--- src/rtl/uart_core_if.sv ---
// uart_core_if: memory-stage register window of the UART (transmit strobe, receive status).
interface uart_core_if;
    logic [7:0] tx_data;
    logic       tx_we;
    logic       tx_busy;
    logic       rx_re;
    logic [7:0] rx_data;
    logic       rx_valid;
    logic       rx_overrun;
    logic       rx_frame_err;
    modport master (
        output tx_data, tx_we, rx_re,
        input  tx_busy, rx_data, rx_valid, rx_overrun, rx_frame_err
    );
    modport slave (
        input  tx_data, tx_we, rx_re,
        output tx_busy, rx_data, rx_valid, rx_overrun, rx_frame_err
    );
endinterface

--- src/rtl/uart_core.sv ---
// uart_core: 8N1 UART with a small transmit FIFO and a one-byte receive register.
module uart_core #(
    parameter int CLK_HZ   = 100_000_000,
    parameter int BAUD     = 115200,
    parameter int TX_DEPTH = 4
) (
    input  logic        clk,
    input  logic        rst,
    uart_core_if.slave  bus,
    output logic        uart_txd,
    input  logic        uart_rxd
);
    localparam int DIV = (CLK_HZ + BAUD / 2) / BAUD;
    localparam int HALF = DIV / 2;
    localparam int CW = $clog2(DIV + 1);
    localparam int AW = $clog2(TX_DEPTH);
    localparam logic [CW-1:0] DIV_M1 = CW'(DIV - 1);
    localparam logic [CW-1:0] HALF_M1 = CW'(HALF - 1);
    localparam logic [CW-1:0] ONE = CW'(1);
    localparam logic [AW:0] DEPTH_V = (AW + 1)'(TX_DEPTH);

    typedef enum logic [1:0] {IDLE, START, DATA, STOP} state_t;

    logic [7:0]  mem [TX_DEPTH];
    logic [AW:0] wp, rp, wp_n, rp_n;
    logic        push, pop, empty;

    assign empty = (wp == rp);
    assign push  = bus.tx_we && ((wp - rp) != DEPTH_V);
    assign wp_n  = wp + {{AW{1'b0}}, push};
    assign rp_n  = rp + {{AW{1'b0}}, pop};

    always_ff @(posedge clk)
        if (push) mem[wp[AW-1:0]] <= bus.tx_data;

    state_t        ts, ts_n;
    logic [CW-1:0] tc, tc_n;
    logic [2:0]    tb, tb_n;
    logic [7:0]    tsh, tsh_n;

    always_comb begin
        ts_n  = ts;
        tc_n  = tc - ONE;
        tb_n  = tb;
        tsh_n = tsh;
        pop   = 1'b0;
        case (ts)
            IDLE: begin
                tc_n = DIV_M1;
                if (!empty) begin
                    pop   = 1'b1;
                    tsh_n = mem[rp[AW-1:0]];
                    ts_n  = START;
                end
            end
            START: if (tc == '0) begin
                ts_n = DATA;
                tc_n = DIV_M1;
                tb_n = 3'd0;
            end
            DATA: if (tc == '0) begin
                tc_n  = DIV_M1;
                tsh_n = tsh >> 1;
                tb_n  = tb + 3'd1;
                ts_n  = (tb == 3'd7) ? STOP : DATA;
            end
            STOP: if (tc == '0) ts_n = IDLE;
            default: ts_n = IDLE;
        endcase
    end

    // The line level is registered from the state, so it trails the FSM by one clock.
    always_ff @(posedge clk or posedge rst)
        if (rst) begin
            ts          <= IDLE;
            tc          <= '0;
            tb          <= '0;
            tsh         <= '0;
            wp          <= '0;
            rp          <= '0;
            bus.tx_busy <= 1'b0;
            uart_txd    <= 1'b1;
        end else begin
            ts          <= ts_n;
            tc          <= tc_n;
            tb          <= tb_n;
            tsh         <= tsh_n;
            wp          <= wp_n;
            rp          <= rp_n;
            bus.tx_busy <= (wp_n - rp_n) == DEPTH_V;
            uart_txd    <= (ts == START) ? 1'b0 : (ts == DATA) ? tsh[0] : 1'b1;
        end

    logic          s1, s2;
    state_t        rs, rs_n;
    logic [CW-1:0] rc, rc_n;
    logic [2:0]    rb, rb_n;
    logic [7:0]    rsh, rsh_n;
    logic          done, load, ovr, ferr;

    always_comb begin
        rs_n  = rs;
        rc_n  = rc - ONE;
        rb_n  = rb;
        rsh_n = rsh;
        done  = 1'b0;
        case (rs)
            IDLE: begin
                rc_n = HALF_M1;
                if (!s2) rs_n = START;
            end
            START: if (rc == '0) begin
                rs_n = s2 ? IDLE : DATA;
                rc_n = DIV_M1;
                rb_n = 3'd0;
            end
            DATA: if (rc == '0) begin
                rc_n  = DIV_M1;
                rsh_n = {s2, rsh[7:1]};
                rb_n  = rb + 3'd1;
                rs_n  = (rb == 3'd7) ? STOP : DATA;
            end
            STOP: if (rc == '0) begin
                done = 1'b1;
                rs_n = IDLE;
            end
            default: rs_n = IDLE;
        endcase
    end

    // A read in the completion cycle frees the register, so the new byte loads instead of overrunning.
    assign load = done && s2 && (!bus.rx_valid || bus.rx_re);
    assign ovr  = done && s2 && bus.rx_valid && !bus.rx_re;
    assign ferr = done && !s2;

    always_ff @(posedge clk or posedge rst)
        if (rst) begin
            s1               <= 1'b1;
            s2               <= 1'b1;
            rs               <= IDLE;
            rc               <= '0;
            rb               <= '0;
            rsh              <= '0;
            bus.rx_data      <= '0;
            bus.rx_valid     <= 1'b0;
            bus.rx_overrun   <= 1'b0;
            bus.rx_frame_err <= 1'b0;
        end else begin
            s1               <= uart_rxd;
            s2               <= s1;
            rs               <= rs_n;
            rc               <= rc_n;
            rb               <= rb_n;
            rsh              <= rsh_n;
            bus.rx_data      <= load ? rsh : bus.rx_data;
            bus.rx_valid     <= load ? 1'b1 : bus.rx_re ? 1'b0 : bus.rx_valid;
            bus.rx_overrun   <= ovr ? 1'b1 : bus.rx_re ? 1'b0 : bus.rx_overrun;
            bus.rx_frame_err <= ferr ? 1'b1 : bus.rx_re ? 1'b0 : bus.rx_frame_err;
        end
endmodule

--- src/flat_wrapper.sv ---
// flat-port wrapper written by rule: the top's interface ports become plain ports
module uart_core_flat 
#(
    parameter int CLK_HZ   = 100_000_000,
    parameter int BAUD     = 115200,
    parameter int TX_DEPTH = 4
)
  (clk, rst, uart_txd, uart_rxd, bus_tx_data, bus_tx_we, bus_rx_re, bus_tx_busy, bus_rx_data, bus_rx_valid, bus_rx_overrun, bus_rx_frame_err);
  uart_core_if bus_i ();
  input  logic clk;
  input  logic rst;
  output logic uart_txd;
  input  logic uart_rxd;
  input wire logic [$bits(bus_i.tx_data)-1:0] bus_tx_data;
  input wire logic [$bits(bus_i.tx_we)-1:0] bus_tx_we;
  input wire logic [$bits(bus_i.rx_re)-1:0] bus_rx_re;
  output wire logic [$bits(bus_i.tx_busy)-1:0] bus_tx_busy;
  output wire logic [$bits(bus_i.rx_data)-1:0] bus_rx_data;
  output wire logic [$bits(bus_i.rx_valid)-1:0] bus_rx_valid;
  output wire logic [$bits(bus_i.rx_overrun)-1:0] bus_rx_overrun;
  output wire logic [$bits(bus_i.rx_frame_err)-1:0] bus_rx_frame_err;
  assign bus_i.tx_data = bus_tx_data;
  assign bus_i.tx_we = bus_tx_we;
  assign bus_i.rx_re = bus_rx_re;
  assign bus_tx_busy = bus_i.tx_busy;
  assign bus_rx_data = bus_i.rx_data;
  assign bus_rx_valid = bus_i.rx_valid;
  assign bus_rx_overrun = bus_i.rx_overrun;
  assign bus_rx_frame_err = bus_i.rx_frame_err;
  uart_core #(.CLK_HZ(CLK_HZ), .BAUD(BAUD), .TX_DEPTH(TX_DEPTH)) u_core (.clk(clk), .rst(rst), .bus(bus_i), .uart_txd(uart_txd), .uart_rxd(uart_rxd));
endmodule
--- config.mk ---
export PLATFORM = sky130hd
export DESIGN_NAME = uart_core_flat
export DESIGN_NICKNAME = d
export VERILOG_FILES = /design/src/rtl/uart_core_if.sv /design/src/rtl/uart_core.sv /design/src/flat_wrapper.sv
export SDC_FILE = /design/constraint.sdc
export NUM_CORES = 1
export LEC_CHECK = 0
export ABC_CLOCK_PERIOD_IN_PS = 7100
export CORE_MARGIN = 5
export CORE_UTILIZATION = 25
export CTS_BUF_LIST = sky130_fd_sc_hd__clkbuf_4
export CTS_CLUSTER_DIAMETER = 30
export DETAILED_ROUTE_END_ITERATION = 7
export GPL_TIMING_DRIVEN = 0
export SYNTH_ARGS = -nofsm -noshare
export SYNTH_HDL_FRONTEND = slang
export SYNTH_SLANG_ARGS = --single-unit
--- constraint.sdc ---
create_clock -name clk -period 7.1 [get_ports clk]
set_input_delay 1.065 -clock clk [delete_from_list [all_inputs] [get_ports clk]]
set_output_delay 1.065 -clock clk [all_outputs]
set_load 0.005 [all_outputs]
# After elaboration in Yosys (flattened, before gate mapping)

Memory sizes are Yosys's and may differ from the RTL's.
Index checks and enable logic that the tools add are counted.

Register bits: 67
Bits in writable memories: 32
Input port bits: 13
Output and inout bits: 13
Memories: 1

Memories:

| memory     | words | width | read ports | clocked after memory_dff | write ports | RTL line        | text |
|---|---|---|---|---|---|---|---|
| u_core.mem | 4     | 8     | 1          | 0                        | 1           | uart_core.sv:24 | `logic [7:0] mem [TX_DEPTH];` |

Add/subtract/negate cells: 8
Equal/unequal tests: 19
Muxes and demuxes: 38
Reductions and logical operators: 28

Operator list:

| cell                                                  | count |
|---|---|
| case mux 10 bit (2 select lines)                      | 2 |
| logical NOT 10 bit                                    | 2 |
| 2-to-1 mux 10 bit                                     | 2 |
| subtractor 10 x 1 -> 10 bit, second input constant    | 2 |
| 2-to-1 mux 2 bit                                      | 9 |
| 2-to-1 mux 8 bit                                      | 2 |
| case mux 2 bit (4 select lines)                       | 2 |
| case mux 8 bit (2 select lines)                       | 1 |
| 2-to-1 mux 1 bit                                      | 14 |
| 2-to-1 mux 3 bit                                      | 4 |
| inequality test 2 x 1 -> 1 bit, second input constant | 6 |
| case mux 3 bit (2 select lines)                       | 2 |
| nonzero test 2 bit                                    | 6 |
| == test 3 bit, second input constant                  | 3 |
| AND reduction 3 bit                                   | 3 |
| == test 2 bit, second input constant                  | 4 |
| AND reduction 4 bit                                   | 2 |
| adder 3 x 1 -> 3 bit                                  | 2 |
| adder 3 x 1 -> 3 bit, second input constant           | 2 |
| logical AND 1 bit                                     | 6 |
| subtractor 3 bit                                      | 2 |
| == test 2 x 1 -> 1 bit, second input constant         | 2 |
| logical NOT 2 bit                                     | 2 |
| inequality test 2 bit, second input constant          | 2 |
| other kinds (6)                                       | 9 |

# Longest topological paths before layout

Depth in word-level cells: 7
Mapped depth: 14
Mapped depth without buffers: 13

# Worst setup path before layout

OpenSTA, ideal clock, no wires.

Path kind: register to register
From: reg u_core.rp[1]
To: reg u_core.bus.tx_busy
Setup time: 0.118 ns
Arrival time: 2.605 ns
Setup slack: 4.376 ns
Cell stages (with the launch flop): 15
Period minus slack after synthesis: 2.724 ns
Path through: dfrtp_1 clkbuf_1 inv_1 ha_1 nor2b_1 xnor2_1 o21ai_0 inv_1 ha_1 ha_1 ha_1 nor2b_1 xnor2_1 xor2_1 nor2_1

Longest elaborated chain between the ends: 6

RTL lines:

| element                | RTL line           | text |
|---|---|---|
| start, declared        | uart_core.sv:25    | `logic [AW:0] wp, rp, wp_n, rp_n;` |
| start signal, assigned | uart_core.sv:89    | `rp <= rp_n;` |
| subtractor 3 bit       | uart_core.sv:29    | `assign push = bus.tx_we && ((wp - rp) != DEPTH_V);` |
| inequality test 3 bit  | uart_core.sv:29    |  |
| logical AND 1 bit      | uart_core.sv:29    |  |
| adder 3 x 1 -> 3 bit   | uart_core.sv:30    | `assign wp_n = wp + {{AW{1'b0}}, push};` |
| via u_core.wp_n[1]     | uart_core.sv:25    |  |
| subtractor 3 bit       | uart_core.sv:90    | `bus.tx_busy <= (wp_n - rp_n) == DEPTH_V;` |
| == test 3 bit          | uart_core.sv:90    |  |
| end signal, assigned   | uart_core.sv:81    | `bus.tx_busy <= 1'b0;` |
| end signal, assigned   | uart_core.sv:90    |  |
| end, declared          | uart_core_if.sv:17 | `output tx_busy, rx_data, rx_valid, rx_overrun, rx_frame_err` |

The timed path passes the listed nets, and every way through them passes these cells.
A chain may end at the register's enable or synchronous reset.

# Final worst setup path

Same ends and word-level chain as after synthesis.

==> summary.md <==
| Metric | Value |
|---|---|
| Status | `completed` |
| Top_reg_cell synth | `dfrtp_1` |
| Largest net degree at the start of global routing | `68` |
| Internal | `1210 uW` |
| Crit-path cells | `clkbuf_1 > inv_1 > ha_1 > nor2b_1 > xnor2_1 > o21ai_0 > inv_1 > ha_1 > ha_1 > ha_1 > nor2b_1 > xnor2_1 > xor2_1 > nor2_1` |
| Boundary Pins | `26` |
| YS warnings | `0` |
| Post-Syn Instances | `329` |
| Peak supply drop | `approximately 0.14 mV` |
| Core ar. | `around 0.018 mm^2` |
| Slew headroom | `0.189` |
| Placed inst area | `just over 0.005 mm^2` |
| Wire length per cell | `12.7 um` |
| N_diodes | `0` |
| Sw frac | `0.324` |
| Vias in the first global route | `2,845` |
| Overall Power | `between 1500 and 2000 uW` |
| Clock transition at the registers of the reported paths | `0.14 ns` |
| Die width | `144 um` |
| Total negative slack | `0 ns` |
| Clock power frac | `0.204` |
| Die H | `roughly 140 um` |
| Number of port buffers | `25` |
| Number of synthesized flops with an enable pin | `32` |
| Sequential share of power | `0.445` |
| Synth-to-Final Area Change | `16.5%` |
| Synth async-reset ratio | `0.677` |
| Post-route cell area | `between 0.005 and 0.006 mm^2` |
| RSZ-0062 raised after global routing | `false` |
| Final Setup Violations | `0` |
| Crit. End Element | `register` |
| Max H-tree Level | `3` |
| Setup Skew | `just under 0.007 ns` |
| #FFs+latches synth | `99` |
| Detail Route Antenna Nets | `0` |
| Fin nets | `404` |
| Fin. Hold Viols | `0` |
| Worst min path class | `reg2reg` |
| Max Cap Viol | `0` |
| Worst-skew pair later-pin latency | `0.43 ns` |
| CP most frequent cell | `ha_1` |
| CP Max Fanout | `9` |
| Max clock buf depth | `2` |
| Crit path required time | `roughly 7.5 ns` |
| Worst path max stage delay | `between 0.4 and 0.5 ns` |
| DR vias/cell | `4.47` |
| Syn Std Cell Area | `0.00450 mm^2` |
| Share of post-route cells with drive strength above 1 | `0.196` |
| Period Utilization, post-route | `0.447` |
| Gpl congestion | `0.754` |
| GRT overflow | `0` |
| Die area | `0.0208 mm^2` |
| Overall routing resource usage | `0.0786` |
| Antenna violations before repair | `0` |
| Dpl hpwl | `5480 um` |
| Crit Path Class | `reg2reg` |
| P_sw | `~580 uW` |
| Initial DRC count | `110` |
| Worst Max-Slew Pin Slew | `1.21 ns` |
| Yosys cell types | `51` |
| Fin. max-slew vios | `0` |
| First-pass GRT wire length | `13,200 um` |
| Row Count | `49` |
| Cell Pwr Density | `343 mW/mm^2` |
| Postcts setup bufs | `0` |
| Critical path arrival | `3.52 ns` |
| Mean post-synth cell area | `roughly 14 um^2` |
| Slowest cell on crit path | `clkbuf_1` |
| Syn Nets | `366` |
| Clock buffer count from CTS | `9` |
| Startpoint Class | `register` |
| Total routed wirelength | `7650 um` |
| Peak Freq | `0.315 GHz` |
| Leakage power | `0.00218 uW` |
| Drt first pass iters | `4` |
| Min Tclk post-route | `~3.2 ns` |
| Hold_buf cts | `0` |
| Clock tree from TritonCTS | `yes` |
| Clock root cell | `clkbuf_4` |
| Combinational group share of total power | `0.352` |
| Sink Count | `99` |
| DRC Markers | `0` |
| Initial core utilization | `0.252` |
| Post-CTS resize count | `0` |
| Sequential share of the synthesized area | `0.587` |
| Vias | `2,684` |
layout by cell type (no fill, tap or decap), drive strengths merged, types with 3 or more instances in the layout:
cell	netlist	layout
a21oi	19	19
a221o	3	3
and3	7	7
buf	2	3
bufinv	0	3
clkbuf	5	16
clkdlybuf4s50	0	25
dfrtp	64	64
dfstp	3	3
edfxtp	32	32
ha	24	24
inv	19	19
mux2	29	29
mux2i	3	3
mux4	8	8
nand2	11	11
nand3	5	5
nor2	18	18
nor2b	6	6
nor3	8	8
nor4	5	5
o21ai	8	8
or3	4	4
or4b	3	3
xnor2	9	9
xor2	8	8
through the flow:
step / cells / hold slack, ns / util / setup slack, ns
6_report: 601 / 0.366 / 0.294 / 3.93
2_1_floorplan: 329 / 0.345 / - / 4.36
3_5_place_dp: 583 / 0.347 / 0.282 / 3.83
4_1_cts: 599 / 0.367 / 0.293 / 3.89
3_3_place_gp: 583 / 0.349 / 0.282 / 3.19
5_1_grt: 601 / 0.377 / 0.294 / 3.67
cell families after synthesis:
| family | Yosys count | share of synthesized area |
|---|---|---|
| flip-flops | 99 | 0.587 |
| AND/OR/NAND/NOR | 75 | 0.0988 |
| AO/OA/AOI/OAI | 48 | 0.0698 |
| multiplexers | 40 | 0.119 |
| buffers and inverters | 26 | 0.0250 |
| adder cells (fa/ha/maj) | 24 | 0.0668 |
| XOR/XNOR | 17 | 0.0331 |
worst paths after layout:
check / from / endpoint / slack, ns / depth (start not counted)
hold reg to reg: u_core.s1$_DFF_PP1_ / u_core.s2$_DFF_PP1_ / 0.37 / 0
hold / removal: u_core.s1$_DFF_PP1_ / u_core.s2$_DFF_PP1_ / 0.37 / 0
max in group asynchronous: rst / u_core.rc[4]$_DFF_PP0_ / 5.42 / 2
setup / recovery: u_core.rp[1]$_DFF_PP0_ / u_core.bus.tx_busy$_DFF_PP0_ / 3.93 / 14
min in group asynchronous: rst / u_core.bus.rx_data[2]$_DFFE_PP0P_ / 1.13 / 2
setup reg to reg: u_core.rp[1]$_DFF_PP0_ / u_core.bus.tx_busy$_DFF_PP0_ / 3.93 / 14
flip-flops by register name, indices dropped and copies added (netlist names), 2 cells and up, named ones only:
name / flops
u_core.rb: 3
u_core.ts: 2
u_core.bus.rx_data: 8
u_core.rp: 3
u_core.tsh: 8
u_core.rc: 10
u_core.mem: 32
u_core.wp: 3
u_core.tb: 3
u_core.tc: 10
u_core.rsh: 8
layout make-up:
cell class | count | area, um^2
multi-input combinational | 204 | 1740
buffer | 7 | 41.3
inverter | 19 | 73.8
sequential | 99 | 2640
tap | 229 | 287
timing repair buffer | 27 | 263
clock buffer | 10 | 75.1
fill | 1801 | 12600
clock inverter | 6 | 114
Yosys cell counts (2+ instances only):
cell type  number  share of area
nand2b_1        2         0.0028
xor2_1          8          0.016
a32o_1          2         0.0045
mux4_2          8          0.040
or4b_2          2         0.0045
dfstp_2         3          0.018
o21ai_0         8         0.0089
a21oi_1        19          0.021
nor2b_1         6         0.0083
o31ai_1         2         0.0033
or3_1           2         0.0028
o32ai_1         2         0.0039
nor3_1          7         0.0078
a21o_1          2         0.0033
mux2i_1         3         0.0067
ha_1           24          0.067
edfxtp_1       32           0.21
dfrtp_1        64           0.36
nor2_1         17          0.014
mux2_2         29          0.073
nor4_1          5         0.0070
xnor2_1         9          0.018
nand2_1        10         0.0083
buf_6           2         0.0050
clkbuf_1        5         0.0042
a221o_1         3         0.0067
nand3_1         5         0.0056
inv_1          19          0.016
and3_1          6         0.0083
nor3b_1         2         0.0033
worst max-delay path, delay by kind of cell, from the launching register on:
kind,cells,cell delay (ns)
buf+inv,3,0.64
simple gates,3,0.33
flops,1,0.38
compound gates,1,0.43
fa+ha+maj,4,0.90
xor+xnor,3,0.40
layer usage:
layer,GRT usage,share of wire,up-vias
li1,-,-,1284
met5,0,0,-
met3,0.0258,0.045,11
met2,0.139,0.51,45
met1,0.0921,0.43,1344
met4,0.0201,0.012,0
power groups by stage:
stage / registers (uW) / clock network, uW / logic [uW]
6_report: 798 / 366 / 631
3_3_place_gp: 803 / 0 / 621
4_1_cts: 800 / 380 / 638
5_1_grt: 814 / 398 / 719
2_1_floorplan: 792 / 0 / 502
3_5_place_dp: 813 / 0 / 636
Power figures use the tool's default switching activity.
==> patch: new RTL, same settings <==
`CLK_HZ` is set to 100_000_000 in 2 places; all go to 50_000_000.
--- a/src/rtl/uart_core.sv
+++ b/src/rtl/uart_core.sv
@@ -1,5 +1,5 @@
 // uart_core: 8N1 UART with a small transmit FIFO and a one-byte receive register.
 module uart_core #(
-    parameter int CLK_HZ   = 100_000_000,
+    parameter int CLK_HZ   = 50_000_000,
     parameter int BAUD     = 115200,
     parameter int TX_DEPTH = 4
--- a/src/flat_wrapper.sv
+++ b/src/flat_wrapper.sv
@@ -2,5 +2,5 @@
 module uart_core_flat 
 #(
-    parameter int CLK_HZ   = 100_000_000,
+    parameter int CLK_HZ   = 50_000_000,
     parameter int BAUD     = 115200,
     parameter int TX_DEPTH = 4
Behaviour: same outputs for any inputs over 10 cycles, from zero or initial values and one cycle with rst high; that may be too few to reach the edited logic, so the function may still have changed.
==> patch against the original RTL <==
Routed wire length up 3.9%; total power about the same; area after synthesis is 2.1% lower; non-clock buffer count up 2; first-iteration DRC count up 20%; cell area fell by 2.3%; synthesized cell count grew 3.0%; setup slack better by 210 ps; sequential cell count shrank 2.
==> patch: results (changes against the original RTL) <==
CP Max Fanout 5 (-4); synthesized net count 376 (+2.7%); gpl congestion 0.738 (-2.1%); Skew-Pair Late Insertion Delay 450 ps (+20 ps); DP Area 4950 um2 (-1.7%); DR WL/cell 13.1 um (+2.8%); synth cell count leaders 62 x dfrtp_1, 38 x mux2_2, 32 x edfxtp_1; async set-or-reset flop fraction in the synthesized netlist 0.670 (-0.00666); vias in the first global route 2823 (-0.77%); first-pass GRT wire length 13600 um (+2.3%); Leak 2.10 nW (-3.5%); Avg Vias per Cell 4.42 (-1.1%); post-detail-place hpwl 5760 um (+5.0%); Layout Skew 24.4 ps (+17.6 ps); actual slew at the worst max-slew pin 1290 ps (+84.6 ps); status completed; sequential area share after synthesis 0.589 (+0.00148); Synth area leaders dfrtp_1 35%, edfxtp_1 22%, mux2_2 9.7%; initial antenna violation count 1 (+1); CP arrival 3300 ps (-220 ps); Slowest cell on crit path o21ai_0; R2R Setup Slk 4140 ps (+210 ps); Final Hold Slack 366 ps (-0.0560 ps); layout cells sized above 1 0.186 (-0.00988); 1st-iter DRT viols 132 (+20%); Netlist cell types 47 (-7.8%); max incr delay on CP 490 ps (+50 ps); gr usage total 0.0825 (+0.00389)
[patch: where the power goes]
group,switching [mW],internal [mW]
sequential,0.0736,0.715
clock,0.197,0.115
combinational,0.372,0.321
total,0.642,1.15
[patch: kinds of logic after synthesis]
| group | share of synthesized area |
|---|---|
| mux | 0.107 |
| simple gates | 0.0807 |
| fa+ha+maj | 0.0682 |
| xor+xnor | 0.0298 |
| buf+inv | 0.0341 |
| compound gates | 0.0915 |
| flops | 0.589 |
[patch: through the flow]
step / cells / setup slack [ps]
after detailed placement: 590 / 3530
after global routing: 607 / 4000
after floorplan: 339 / 4410
after CTS: 606 / 4030
after global placement: 589 / 3230
final: 607 / 4140
[patch: layout make-up]
cell class              instances  area, um2
flip-flops and latches         97       2590
clock buffers                   9       67.6
inverters                      28        105
plain buffers                  10       45.0
multi-input cells             204       1670
well taps                     225        282
clock inverters                 7       88.8
diodes                          1       2.50
fillers                      1776      12200
repair buffers                 26        270
[patch: worst paths after layout]
kind / from / end / cells after the start
max: u_core.wp[0] / u_core.bus.tx_busy / 13
min: u_core.s1 / u_core.s2 / 0
max reg2reg: u_core.wp[0] / u_core.bus.tx_busy / 13
min reg2reg: u_core.s1 / u_core.s2 / 0
max in group asynchronous: rst / u_core.rs[0] / 3
min in group asynchronous: rst / u_core.rp[1] / 2
[patch: worst max-delay path, delay by kind of cell, from the launching register on]
family	cells	cell delay, ps
adders and majority gates	4	900
AOI/OAI and AO/OA	1	490
DFF	1	460
xor gates and xnor gates	3	450
and+or+nand+nor	3	360
buffers and inverters	2	200
[patch: metal layers]
layer  GRT usage  routed length [um]
met2       0.142                3960
met1      0.0993                3580
met5           0                   0
met3      0.0184                 254
met4      0.0345                 152
